## config.mk

```make
export PLATFORM = sky130hd
export DESIGN_NAME = serial_tree_reducer
export DESIGN_NICKNAME = d
export VERILOG_FILES = /design/src/rtl/serial_tree_reducer.sv
export SDC_FILE = /design/constraint.sdc
export NUM_CORES = 1
export LEC_CHECK = 0
export CAP_MARGIN = 20
export CORE_MARGIN = 5
export CORE_UTILIZATION = 50
export CTS_BUF_LIST = sky130_fd_sc_hd__clkbuf_4 sky130_fd_sc_hd__clkbuf_8 sky130_fd_sc_hd__clkbuf_16
export DETAILED_ROUTE_END_ITERATION = 6
export PLACE_DENSITY = 0.78
export SLEW_MARGIN = 0
export SYNTH_ARGS = -nofsm -noshare
export SYNTH_HDL_FRONTEND = slang
export SYNTH_SLANG_ARGS = --single-unit
export TNS_END_PERCENT = 10
```

## constraint.sdc

```tcl
create_clock -name clk -period 4.8 [get_ports clk]
set_input_delay 0.96 -clock clk [delete_from_list [all_inputs] [get_ports clk]]
set_output_delay 0.96 -clock clk [all_outputs]
set_load 0.02 [all_outputs]
```

## src/rtl/serial_tree_reducer.sv

```systemverilog
// serial_tree_reducer: accumulates up to MAX_OPS serially streamed N-bit operands into an exact N+3-bit sum.
module serial_tree_reducer #(
    parameter int N       = 64,
    parameter int MAX_OPS = 8
) (
    input  logic         clk,
    input  logic         rst_n,
    input  logic         in_valid,
    output logic         in_ready,
    input  logic [N-1:0] in_data,
    input  logic         in_last,
    output logic         out_valid,
    input  logic         out_ready,
    output logic [N+2:0] out_sum,
    output logic [3:0]   out_count,
    output logic         out_cout
);
    typedef enum logic [1:0] {IDLE, ACCUM, DONE} state_t;
    state_t       state_q;
    logic [N+2:0] acc_q;
    logic [3:0]   cnt_q;
    logic         cout_q, in_ready_q, out_valid_q;
    logic [N+3:0] sum_d;
    logic [3:0]   cnt_d;
    logic         in_fire, out_fire, term_d;
    always_comb begin
        in_fire  = in_valid && in_ready_q;
        out_fire = out_valid_q && out_ready;
        sum_d    = (state_q == IDLE ? '0 : {1'b0, acc_q}) + {4'b0, in_data};
        cnt_d    = state_q == IDLE ? 4'd1 : cnt_q + 4'd1;
        term_d   = in_last || cnt_d == 4'(MAX_OPS);
    end
    // in_ready/out_valid are mutually exclusive flags that track DONE
    always_ff @(posedge clk or negedge rst_n) begin
        if (!rst_n) begin
            state_q     <= IDLE;
            acc_q       <= '0;
            cnt_q       <= '0;
            cout_q      <= 1'b0;
            in_ready_q  <= 1'b1;
            out_valid_q <= 1'b0;
        end else if (in_fire) begin
            acc_q       <= sum_d[N+2:0];
            cout_q      <= sum_d[N+3];
            cnt_q       <= cnt_d;
            state_q     <= term_d ? DONE : ACCUM;
            in_ready_q  <= !term_d;
            out_valid_q <= term_d;
        end else if (out_fire) begin
            state_q     <= IDLE;
            acc_q       <= '0;
            cnt_q       <= '0;
            cout_q      <= 1'b0;
            in_ready_q  <= 1'b1;
            out_valid_q <= 1'b0;
        end
    end
    assign in_ready  = in_ready_q;
    assign out_valid = out_valid_q;
    assign out_sum   = acc_q;
    assign out_count = cnt_q;
    assign out_cout  = cout_q;
endmodule

```

-- After elaboration in Yosys (flattened, before gate mapping)
Index checks and enable logic that the tools add are counted.
W data, S select, Z words.
- flip-flop bits (word level): 76
- bits in latches: 0
- bits in writable memories: 0
- ROM bits: 0
- bits of input ports: 69
- output and inout bits: 74
- word-level logic and storage cells: 29
- memories kept: 0
- $add $sub $neg: 2
- $mul: 0
- div/mod/pow operators: 0
- magnitude comparators: 0
- equality and inequality tests: 1
- shift-type cells: 0
- mux-type cells: 14
- bitwise logic cells: 0
- reduce and logical (&&, ||, !) cells: 6
- operators by type and width (cell ; number):
    $mux W67 ; 3
    $add A67 B64 Y68 ; 1
    $mux W4 ; 3
    $mux W2 ; 3
    $mux W1 ; 5
    $add A4 B1 Y4 const B ; 1
    $eq A4 B4 Y1 const B ; 1
    $logic_and A1 B1 Y1 ; 2
    $logic_not A2 Y1 ; 1
    $reduce_bool A2 Y1 ; 1
    $logic_not A1 Y1 ; 1
    $logic_or A1 B1 Y1 ; 1

-- Logic depth before layout (Yosys ltp)
- depth after elaboration: 6
- gate-level depth with buffers: 16
- depth with buffers taken out: 14

-- Worst setup path before layout
No wires, ideal clock.
- kind: reg2reg
- from: reg state_q[1]
- to: reg acc_q[66], in the netlist out_sum[66]
- setup time: 124 ps
- data arrival time: 3641 ps
- data required time: 4676 ps
- slack: 1035 ps
- stages on the path, launching flop included: 17
- path buffers: 3
- clock period less this slack: 3765 ps
- cells stage by stage: dfrtp_1 -> or2_2 -> clkbuf_1 -> clkbuf_1 -> and2_1 -> ha_1 -> buf_2 -> nand4_1 -> nor4_2 -> o2111ai_1 -> a211oi_2 -> nor3_1 -> o31a_1 -> o31a_1 -> o21ai_2 -> mux2i_1 -> a211o_1
- word-level cells in the longest chain between the ends: 4
- RTL lines (what ; RTL line ; RTL):
    start, declared ; 19 ; state_t state_q;
    start signal, assigned ; 46 ; state_q <= term_d ? DONE : ACCUM;
    $logic_not A2 Y1 ; 29 ; sum_d = (state_q == IDLE ? '0 : {1'b0, acc_q}) + {4'b0, in_data};
    $mux W67 ; 29 ;
    $add A67 B64 Y68 ; 29 ;
    $mux W67 ; 42 ; end else if (in_fire) begin
    end signal, assigned ; 43 ; acc_q <= sum_d[N+2:0];
    end, declared ; 20 ; logic [N+2:0] acc_q;
Every way passes these cells.
A chain may end at the register's enable or synchronous reset.

-- Worst setup path after layout
Ends and elaborated chain as after synthesis.

==> results_dict.tcl <==
set metrics [dict create \
    run_status "completed" \
    cp_data_required_time_ps 5030 \
    hold_violations 0 \
    layout-area-overhead-vs-synth_pct 26.9 \
    dpl.hpwl_um 15400 \
    min_period_over_period_pct 90.1 \
    p_sw_w 0.000389 \
    core_area_sq_um 13800 \
    p_clk_share_pct 47.9 \
    whs_endpoint "state_q[0]" \
    ctsResizeCount 0 \
    preCtsSetupSlack_ps 513 \
    fillers 1238 \
    power.density_nw_per_um2 180 \
    root_buffer "clkbuf_16" \
    drive_gt1_share_pct 3.97 \
    vias 6969 \
    cts-hold-fix-buffers 0 \
    grt_pass1_wl_um 32900 \
    gp_congestion 0.940 \
    path_class "flip-flop to flip-flop" \
    overflow 0 \
    cp_max_fo 52 \
    htree_levels 3 \
    min_from "state_q[0]" \
    clock-sinks 75 \
    post-synth-top-count-cell "nand2_1" \
    clk_path_buf_depth 2 \
    synth_top_area_share_pct 26.6 \
    die_height_um 128 \
    viasPerCell 5.87 \
    die_area_sq_um 16400 \
    synthFlopType "dfrtp_1" \
    fin_ws_ps 477 \
    ir_worst_vdd_uv 155 \
    seqPwrFrac_pct 39.7 \
    diodes 0 \
    yosys.area.top_type "dfrtp_1" \
    place_inst 1171 \
    ys_types 61 \
    routedWlPerCell_um 16.9 \
    die_w_um 128 \
    firstDrtPassIters 5 \
    grt_pass1_vias 6760 \
    postSynthCellCount 891 \
    ys_warn_count 0 \
    skew_ps 7.58 \
    netlist_area_sq_um 6960 \
    reg2reg_to "out_sum[66]" \
    setup_tns_ps 0 \
    synth_common_cells "nand2_1 (136), o21ai_0 (92), a21oi_1 (79), dfrtp_1 (74), and2_1 (69)" \
    grt_max_degree 76 \
    synth-async-reset-ratio_pct 100 \
    detail_route.wirelength_um 20100 \
    synth_edf_count 0 \
    crit_path_start_kind "flip-flop" \
    syn_avg_cell_area_sq_um 7.81 \
    timing.fmax_ghz 0.231 \
    setup_viol 0 \
    ys_ff_latch 75 \
    ff2ff_path_depth 13 \
    rows 43 \
    clk_latency_ps 350 \
    cts_buffers 9 \
    cts_setup_buffers 0 \
    nets 1138 \
    ys_seq_area_share_pct 27.0 \
    fin_hold_ws_ps 468 \
    rr_startpoint "state_q[1]" \
    antenna_left 0 \
    fin_crit_ps 4320 \
    io_pins 143 \
    cts_tree "built" \
    finalNonFillerCells 1188 \
    synth_area_leaders "dfrtp_1 (27%), ha_1 (12%), nand2_1 (7.3%)" \
    total_power_w 0.00159 \
    cts.clk_slew.worst_paths_ps 60 \
    min_path_cells 2 \
    start_util_pct 50.5 \
    antenna_found_initial 0 \
    relSlewSlack_pct 44.7 \
    hp-class "flip-flop to flip-flop" \
    switching_share_pct 24.4 \
    rsz0062_at_grt "no" \
    power.leakage_nw 3.97 \
    syn_nets 1026 \
    final_max_slew_viol_count 0 \
    rrSetupSlack_ps 480 \
    combPwrFrac_pct 12.4 \
    portBuffers 142 \
    end_kind "flip-flop" \
    drt_iter0_drc 624 \
    grt_usage_pct 24.5 \
    drv_cap 0 \
    tightest_slew_ps 829 \
    crit_arrival_ps 4560 \
    drc 0 \
    p_int_w 0.00121 \
]
[worst max-delay path, stage by stage, from the launching register on]
cell,delay [ps]
dfrtp_1,440
or2_2,640
buf_4,340
and2_1,180
ha_1,190
a21oi_1,290
nor4b_1,540
a211oi_2,170
nor3_1,370
o31a_1,270
o31a_1,270
o21ai_2,100
mux2i_1,120
a211o_1,270
[cells by family after synthesis]
| kind of cell | count (synthesis) | share of synthesized area, % |
|---|---|---|
| simple gates | 326 | 22.9 |
| mux | 1 | 0.144 |
| xor+xnor | 60 | 7.55 |
| flops | 75 | 27.0 |
| buf+inv | 62 | 3.54 |
| compound gates | 301 | 26.9 |
| fa+ha+maj | 66 | 12.0 |
[registers in the layout, indices dropped and copies added (netlist names)]
name / count
out_count: 4
out_cout: 1
in_ready: 1
out_sum: 67
state_q: 2
[metrics by stage]
stage,area (sq um),utilization (%)
2_1_floorplan,6960,-
3_3_place_gp,8480,61.5
3_5_place_dp,8480,61.5
4_1_cts,8810,63.9
5_1_grt,8830,64.1
6_report,8830,64.1
[how the worst max path moves through the flow]
stage	from	to	slack, ps	cells past startpoint
after global routing	state_q[1]	out_sum[43]	210	14
final	state_q[1]	out_sum[66]	480	13
after CTS	state_q[1]	out_sum[66]	500	14
after global placement	in_data[16]	out_sum[43]	630	13
after floorplan	state_q[1]	out_sum[66]	1040	16
after detailed placement	in_data[0]	out_sum[66]	510	13
[power by group through the flow]
stage | clock (W) | sequential, W | combinational [W]
finish | 0.000764 | 0.000632 | 0.000198
global route | 0.000807 | 0.000632 | 0.000217
CTS | 0.000774 | 0.000632 | 0.000194
detailed placement | 0 | 0.000644 | 0.000193
global placement | 0 | 0.000644 | 0.000192
floorplan | 0 | 0.000644 | 0.0000985
[cell usage in the layout, fill, tap and decap left out, drive strengths merged, types with 2 or more instances in the layout]
master	netlist	layout
and3	8	8
buf	11	10
o31ai	7	7
and4	2	2
nor3	14	14
o211ai	7	7
or3	2	2
nand2	136	136
or4	4	4
clkbuf	39	11
nand4	21	21
xor2	25	25
ha	65	65
dfrtp	74	74
o31a	2	2
nand2b	2	2
nor4	3	3
a31oi	11	11
a21oi	79	79
a21boi	3	3
clkdlybuf4s50	0	141
o21ai	101	101
nand3	16	16
a21o	38	38
inv	12	13
a22oi	2	2
bufinv	0	2
and2	69	69
nor2b	5	5
a211oi	5	5
nor2	38	38
xnor2	35	35
a221oi	2	2
a311o	2	2
o21a	11	11
o21bai	13	13
a22o	8	8
[cell type report]
type	instances	area [sq um]	share of cell area [%]
clock inverters	5	85.1	0.963
well taps	180	225	2.55
inverters	12	45.0	0.510
flip-flops and latches	75	1880	21.3
multi-input cells	754	4850	54.9
clock buffers	11	246	2.79
repair buffers	151	1510	17.1
[metal layers]
layer / GRT usage, % / up-vias / share of wire, %
li1: - / 3420 / -
met1: 33.5 / 3293 / 46
met2: 40.2 / 226 / 47
met3: 3.79 / 30 / 5.7
met4: 7.12 / 0 / 1.8
met5: 0 / - / 0
(Power assumes the default switching activity.)
==> RTL edit 1: new RTL, config.mk and constraints unchanged <==
Encoding of `state_t`: now one-hot (3 bits for 3 states).
--- a/src/rtl/serial_tree_reducer.sv
+++ b/src/rtl/serial_tree_reducer.sv
@@ -15,7 +15,7 @@
     output logic [3:0]   out_count,
     output logic         out_cout
 );
-    typedef enum logic [1:0] {IDLE, ACCUM, DONE} state_t;
+    typedef enum logic [2:0] {IDLE = 3'b001, ACCUM = 3'b010, DONE = 3'b100} state_t;
     state_t       state_q;
     logic [N+2:0] acc_q;
     logic [3:0]   cnt_q;
Check against the original RTL: same outputs for any inputs over 4 cycles, from zero or initial values and one cycle with rst_n low; so few cycles prove little.
==> RTL edit 1 against the unedited design <==
- sequential cell count up 1
- power down 5.3%
- largest cell class unchanged
- clock power shrank 13%
- synthesized area increased by 4.6%
- routed wire length rose by 5.0%
- setup slack improved by 0.063 ns
- cell area rose by 2.4%
- die area grew 4.2%
==> RTL edit 1: results (changes against the unedited design) <==
stage	metric	value	unit	change
worst_hold_path	hold path startpoint	out_sum[35]		
cts	post-CTS setup buffer count	0		unchanged
worst_setup_path	Worst Reg-to-Reg Cells	14		+1
worst_setup_path	worst r2r src	state_q[2]		
routing	DR WL/cell	17.42	um	+3.0%
synthesis	Syn Area/Cell	8.008	um2	+2.5%
routing	drt total wl	21100	um	+5.0%
synthesis	synth cell count leaders	nand2_1 (126), o21ai_0 (95), a21oi_1 (88)		
placed_design	Place WS	0.3253	ns	-0.1873 ns
synthesis	Async S/R FF share, synth	1.000		unchanged
synthesis	top post-synthesis cells by area	dfrtp_1 (25%), ha_1 (11%), o21ai_0 (6.5%)		
power_and_ir_drop	Max IR drop VDD	0.1336	mV	-14%
global_routing	All-Layer GR Usage	0.2482		+0.003271
worst_setup_path	setup slack, reg-to-reg	0.54	ns	+0.06 ns
worst_setup_path	critical path peak fanout	12		-77%
routing	routed vias	7196		+3.3%
timing	Rel. slew slack	0.4698		+0.02266
routing	DRC violation total after the first TritonRoute iteration	608		-2.6%
power_and_ir_drop	P_leak	3.963	nW	-0.22%
placed_design	routability congestion estimate	0.9924		+5.6%
worst_setup_path	worst flop-to-flop path endpoint	out_sum[60]		
timing	Final Skew	0.008108	ns	+0.0005290 ns
finish	share of layout cells above drive strength 1	0.05063		+0.01095
run_status	outcome	finished, final reports clean		
synthesis	count of different cell masters after synthesis	77		+26%
synthesis	sequential share of the synthesized area	0.2616		-0.008168
placed_design	Inst Count DP	1194		+2.0%
synthesis	Synth Net Count	1044		+1.8%
global_routing	first-pass GRT wire length	33970	um	+3.2%
global_routing	largest net degree at the start of global routing	77		+1.3%
worst_hold_path	hold worst-path end	out_sum[35]		
global_routing	vias in the first global route	6829		+1.0%
cts	H-tree depth	3		unchanged
cts	Max Root-Sink Buffers	2		unchanged
placed_design	DPL Wire Length	15690	um	+1.8%
==> RTL edit 1: changes by cell type in the layout (fill, tap and decap cells not counted), moves of 5 or more <==
cell,delta
xnor2_1,-7
a21oi_1,+10
a21o_1,-11
inv_1,+8
nand2_1,-11
o21bai_1,+5
o21a_1,-5
==> RTL edit 1: metal layers <==
metal / vias up / wire, um / global-route usage
met2: 301 / 9386 / 0.3828
met3: 40 / 1811 / 0.05366
met1: 3345 / 9437 / 0.3470
met5: - / 0 / 0
met4: 0 / 460 / 0.08227
li1: 3510 / - / -
==> RTL edit 1: area by class of cell <==
cell class | instances | area [um2] | area share
multi-input cells | 766 | 5052 | 0.5586
clock inverters | 2 | 10.01 | 0.001107
well taps | 184 | 230.2 | 0.02545
inverters | 20 | 75.07 | 0.008300
clock buffers | 14 | 269.0 | 0.02974
repair buffers | 149 | 1504 | 0.1663
flip-flops and latches | 76 | 1904 | 0.2105
==> RTL edit 1: kinds of logic (layout without fill, tap and decap cells) <==
group,Yosys count,after routing,synth area share
mux,2,2,0.002750
buf+inv,67,185,0.04572
compound gates,319,319,0.2891
flops,76,76,0.2616
fa+ha+maj,66,66,0.1145
xor+xnor,57,57,0.06858
simple gates,322,322,0.2178
==> RTL edit 1: power by group <==
part | switching (mW) | total, mW | internal [mW] | leakage (nW)
sequential | 0 | 0.641 | 0.641 | 1.05
combinational | 0.111 | 0.207 | 0.0964 | 2.77
clock | 0.276 | 0.662 | 0.386 | 0.144
total | 0.386 | 1.51 | 1.12 | 3.96
==> RTL edit 1: worst max-delay path: stages, from the launching register on <==
cell and delay, ns:
dfrtp_1 0.45, nor2_1 0.14, nand2_1 0.30, and2_1 0.28
ha_1 0.22, fa_1 0.42, a21o_1 0.23, a221oi_2 0.38
a2bb2oi_2 0.31, o21ai_1 0.19, o21ai_0 0.36, a21oi_1 0.22
o2111ai_1 0.27, nand3_1 0.11, a32o_1 0.26
==> RTL edit 1: per-stage QoR <==
stage / instance area, um2 / power (mW) / utilization
6_report: 9045 / 1.510 / 0.6271
5_1_grt: 9045 / 1.568 / 0.6271
3_5_place_dp: 8738 / 0.8538 / 0.6058
3_3_place_gp: 8738 / 0.8536 / 0.6058
4_1_cts: 9017 / 1.519 / 0.6252
2_1_floorplan: 7279 / 0.7616 / -
==> RTL edit 1: worst max-delay path by stage <==
stage / start / to / slack, ns / cells past startpoint
finish: state_q[2] / out_sum[60] / 0.54 / 14
global route: state_q[2] / out_sum[60] / 0.22 / 14
CTS: state_q[2] / out_sum[54] / 0.56 / 14
detailed placement: in_data[0] / out_sum[54] / 0.33 / 12
global placement: in_data[0] / out_sum[60] / 0.43 / 12
floorplan: state_q[2] / out_sum[34] / 1.03 / 16
==> RTL edit 2: new RTL, config.mk and constraints unchanged <==
Made on the original files. `N`: 64 -> 128.
--- a/src/rtl/serial_tree_reducer.sv
+++ b/src/rtl/serial_tree_reducer.sv
@@ -1,6 +1,6 @@
 // serial_tree_reducer: accumulates up to MAX_OPS serially streamed N-bit operands into an exact N+3-bit sum.
 module serial_tree_reducer #(
-    parameter int N       = 64,
+    parameter int N       = 128,
     parameter int MAX_OPS = 8
 ) (
     input  logic         clk,
Ports: changed (resized in_data and out_sum); port bits go from 143 to 271. The function was not compared with the original's and may differ.
==> RTL edit 2 against the unedited design <==
- sequential cell count grew 64
- synthesized cell count rose by 120%
- power increased by 94%
- routed wire length grew to 2.8 times the old value
- critical path depth rose by 6
- critical path type unchanged
- cell area is 110% higher
- die area increased by 100%
- count of clock-buffer cells in the layout increased by 9
- non-clock buffer count up 242
- synthesized area increased by 110%
- critical endpoint is now out_sum[110]
- global-route usage up 8.1 points
- final cell count is 120% higher
- highest routed layer unchanged
- setup slack worse by 0.32 ns
==> RTL edit 2: results (changes against the unedited design) <==
stage	metric	value	unit	change
global_routing	vias in the first global route	15787		+130%
finish	max FFs per register	131		+96%
worst_setup_path	Worst Reg-to-Reg Cells	19		+6
worst_hold_path	hold worst-path end	out_cout		
power_and_ir_drop	Max IR drop VDD	0.2544	mV	+65%
routing	First-pass DRT Iterations	7		+2
placed_design	routability congestion estimate	0.9997		+6.4%
global_routing	first-pass GRT wire length	86870	um	+160%
synthesis	sequential share of the synthesized area	0.2383		-0.03143
cts	Num CTS Buffers	17		+8
synthesis	top post-synthesis cells by area	dfrtp_1 (24%), ha_1 (11%), nand2_1 (7.1%)		
finish	final net count	2522		+120%
timing	Tightest Pin Transition	0.8911	ns	+0.06190 ns
cts	Clk Latency, worst-skew pair	0.44	ns	+0.09 ns
routing	DRC violation total after the first TritonRoute iteration	1651		+160%
worst_setup_path	worst flop-to-flop path endpoint	out_sum[110]		
synthesis	synth cell count leaders	nand2_1 (278), a21oi_1 (203), o21ai_0 (200)		
placed_design	DPL Wire Length	44330	um	+190%
worst_setup_path	critical path peak fanout	40		-23%
global_routing	largest net degree at the start of global routing	89		+17%
global_routing	initial antenna violation count	1		+1
worst_setup_path	setup slack, reg-to-reg	0.15	ns	-0.32 ns
worst_hold_path	hold path startpoint	out_cout		
synthesis	count of different cell masters after synthesis	79		+30%
cts	H-tree depth	4		+1
routing	average vias per placed instance	6.127		+4.4%
run_status	outcome	finished, final reports clean		
routing	drt total wl	55390	um	+180%
synthesis	Synth Net Count	2229		+120%
power_and_ir_drop	P_leak	8.339	nW	+110%
finish	share of layout cells above drive strength 1	0.08275		+0.04306
timing	Final Skew	0.01200	ns	+0.004420 ns
-- RTL edit 2: power breakdown --
group          leakage (nW)  total, mW  switching (mW)  internal, mW
clock                 0.303       1.46           0.572         0.892
combinational          6.10      0.458           0.249         0.209
sequential             1.94       1.17               0          1.17
-- RTL edit 2: repair_timing --
| action | in CTS | in global routing |
|---|---|---|
| endpoints found under the setup margin | 0 | 7 |
| gates resized for setup | 0 | 3 |
| setup buffers | 0 | 0 |
-- RTL edit 2: worst max-delay path, cell delays in order, from the launching register on --
cell and delay [ns]:
dfrtp_1 0.37, or2_2 0.35, buf_12 0.19, and2_1 0.18, ha_1 0.19, buf_4 0.14, fa_1 0.40, a21o_1 0.23
a221oi_2 0.28, a211o_1 0.22, a21oi_1 0.16, buf_4 0.18, o31a_1 0.28, a211oi_1 0.22, buf_4 0.18, o31a_1 0.19
o41a_1 0.35, o31ai_2 0.12, xnor2_1 0.17, o21ai_1 0.08
-- RTL edit 2: cell families after synthesis --
kind of cell / Yosys count / synth area share
buffers and inverters: 162 / 0.04294
xor gates and xnor gates: 115 / 0.06899
DFF: 139 / 0.2383
AOI/OAI and AO/OA: 688 / 0.2918
and+or+nand+nor: 728 / 0.2432
adders and majority gates: 130 / 0.1119
muxes: 4 / 0.002743
-- RTL edit 2: worst max-delay path by stage --
stage | to | slack, ns
detailed placement | out_sum[110] | -0.06
global placement | out_sum[117] | 0.02
global route | out_sum[110] | -0.04
CTS | out_sum[117] | 0.16
floorplan | out_sum[106] | 0.37
finish | out_sum[110] | 0.15
-- RTL edit 2: stage by stage --
| stage | hold slack (ns) | setup TNS, ns | area, um2 | setup WS (ns) | cells |
|---|---|---|---|---|---|
| 3_3_place_gp | 0.4721 | 0 | 18310 | 0.02263 | 2624 |
| 5_1_grt | 0.5199 | -0.04354 | 18950 | -0.03584 | 2656 |
| 4_1_cts | 0.4897 | 0 | 18940 | 0.1641 | 2656 |
| 3_5_place_dp | 0.4790 | -0.1397 | 18310 | -0.06031 | 2624 |
| 6_report | 0.4858 | 0 | 18950 | 0.1517 | 2657 |
| 2_1_floorplan | 0.4968 | 0 | 14600 | 0.3654 | 1966 |
-- RTL edit 2: area by class of cell --
type	instances	area, um2
timing repair buffer	393	3677
tap	384	480.5
inverter	43	161.4
clock buffer	20	454.2
antenna	1	2.502
fill	2619	9829
sequential	139	3480
multi-input combinational	1665	10520
clock inverter	12	171.4
-- RTL edit 2: routing by layer --
layer	share of wire	track usage	routed length, um
met2	0.45	0.5127	24890
met5	0	0	0
met4	0.032	0.1125	1781
met1	0.43	0.4485	23990
met3	0.085	0.06374	4736
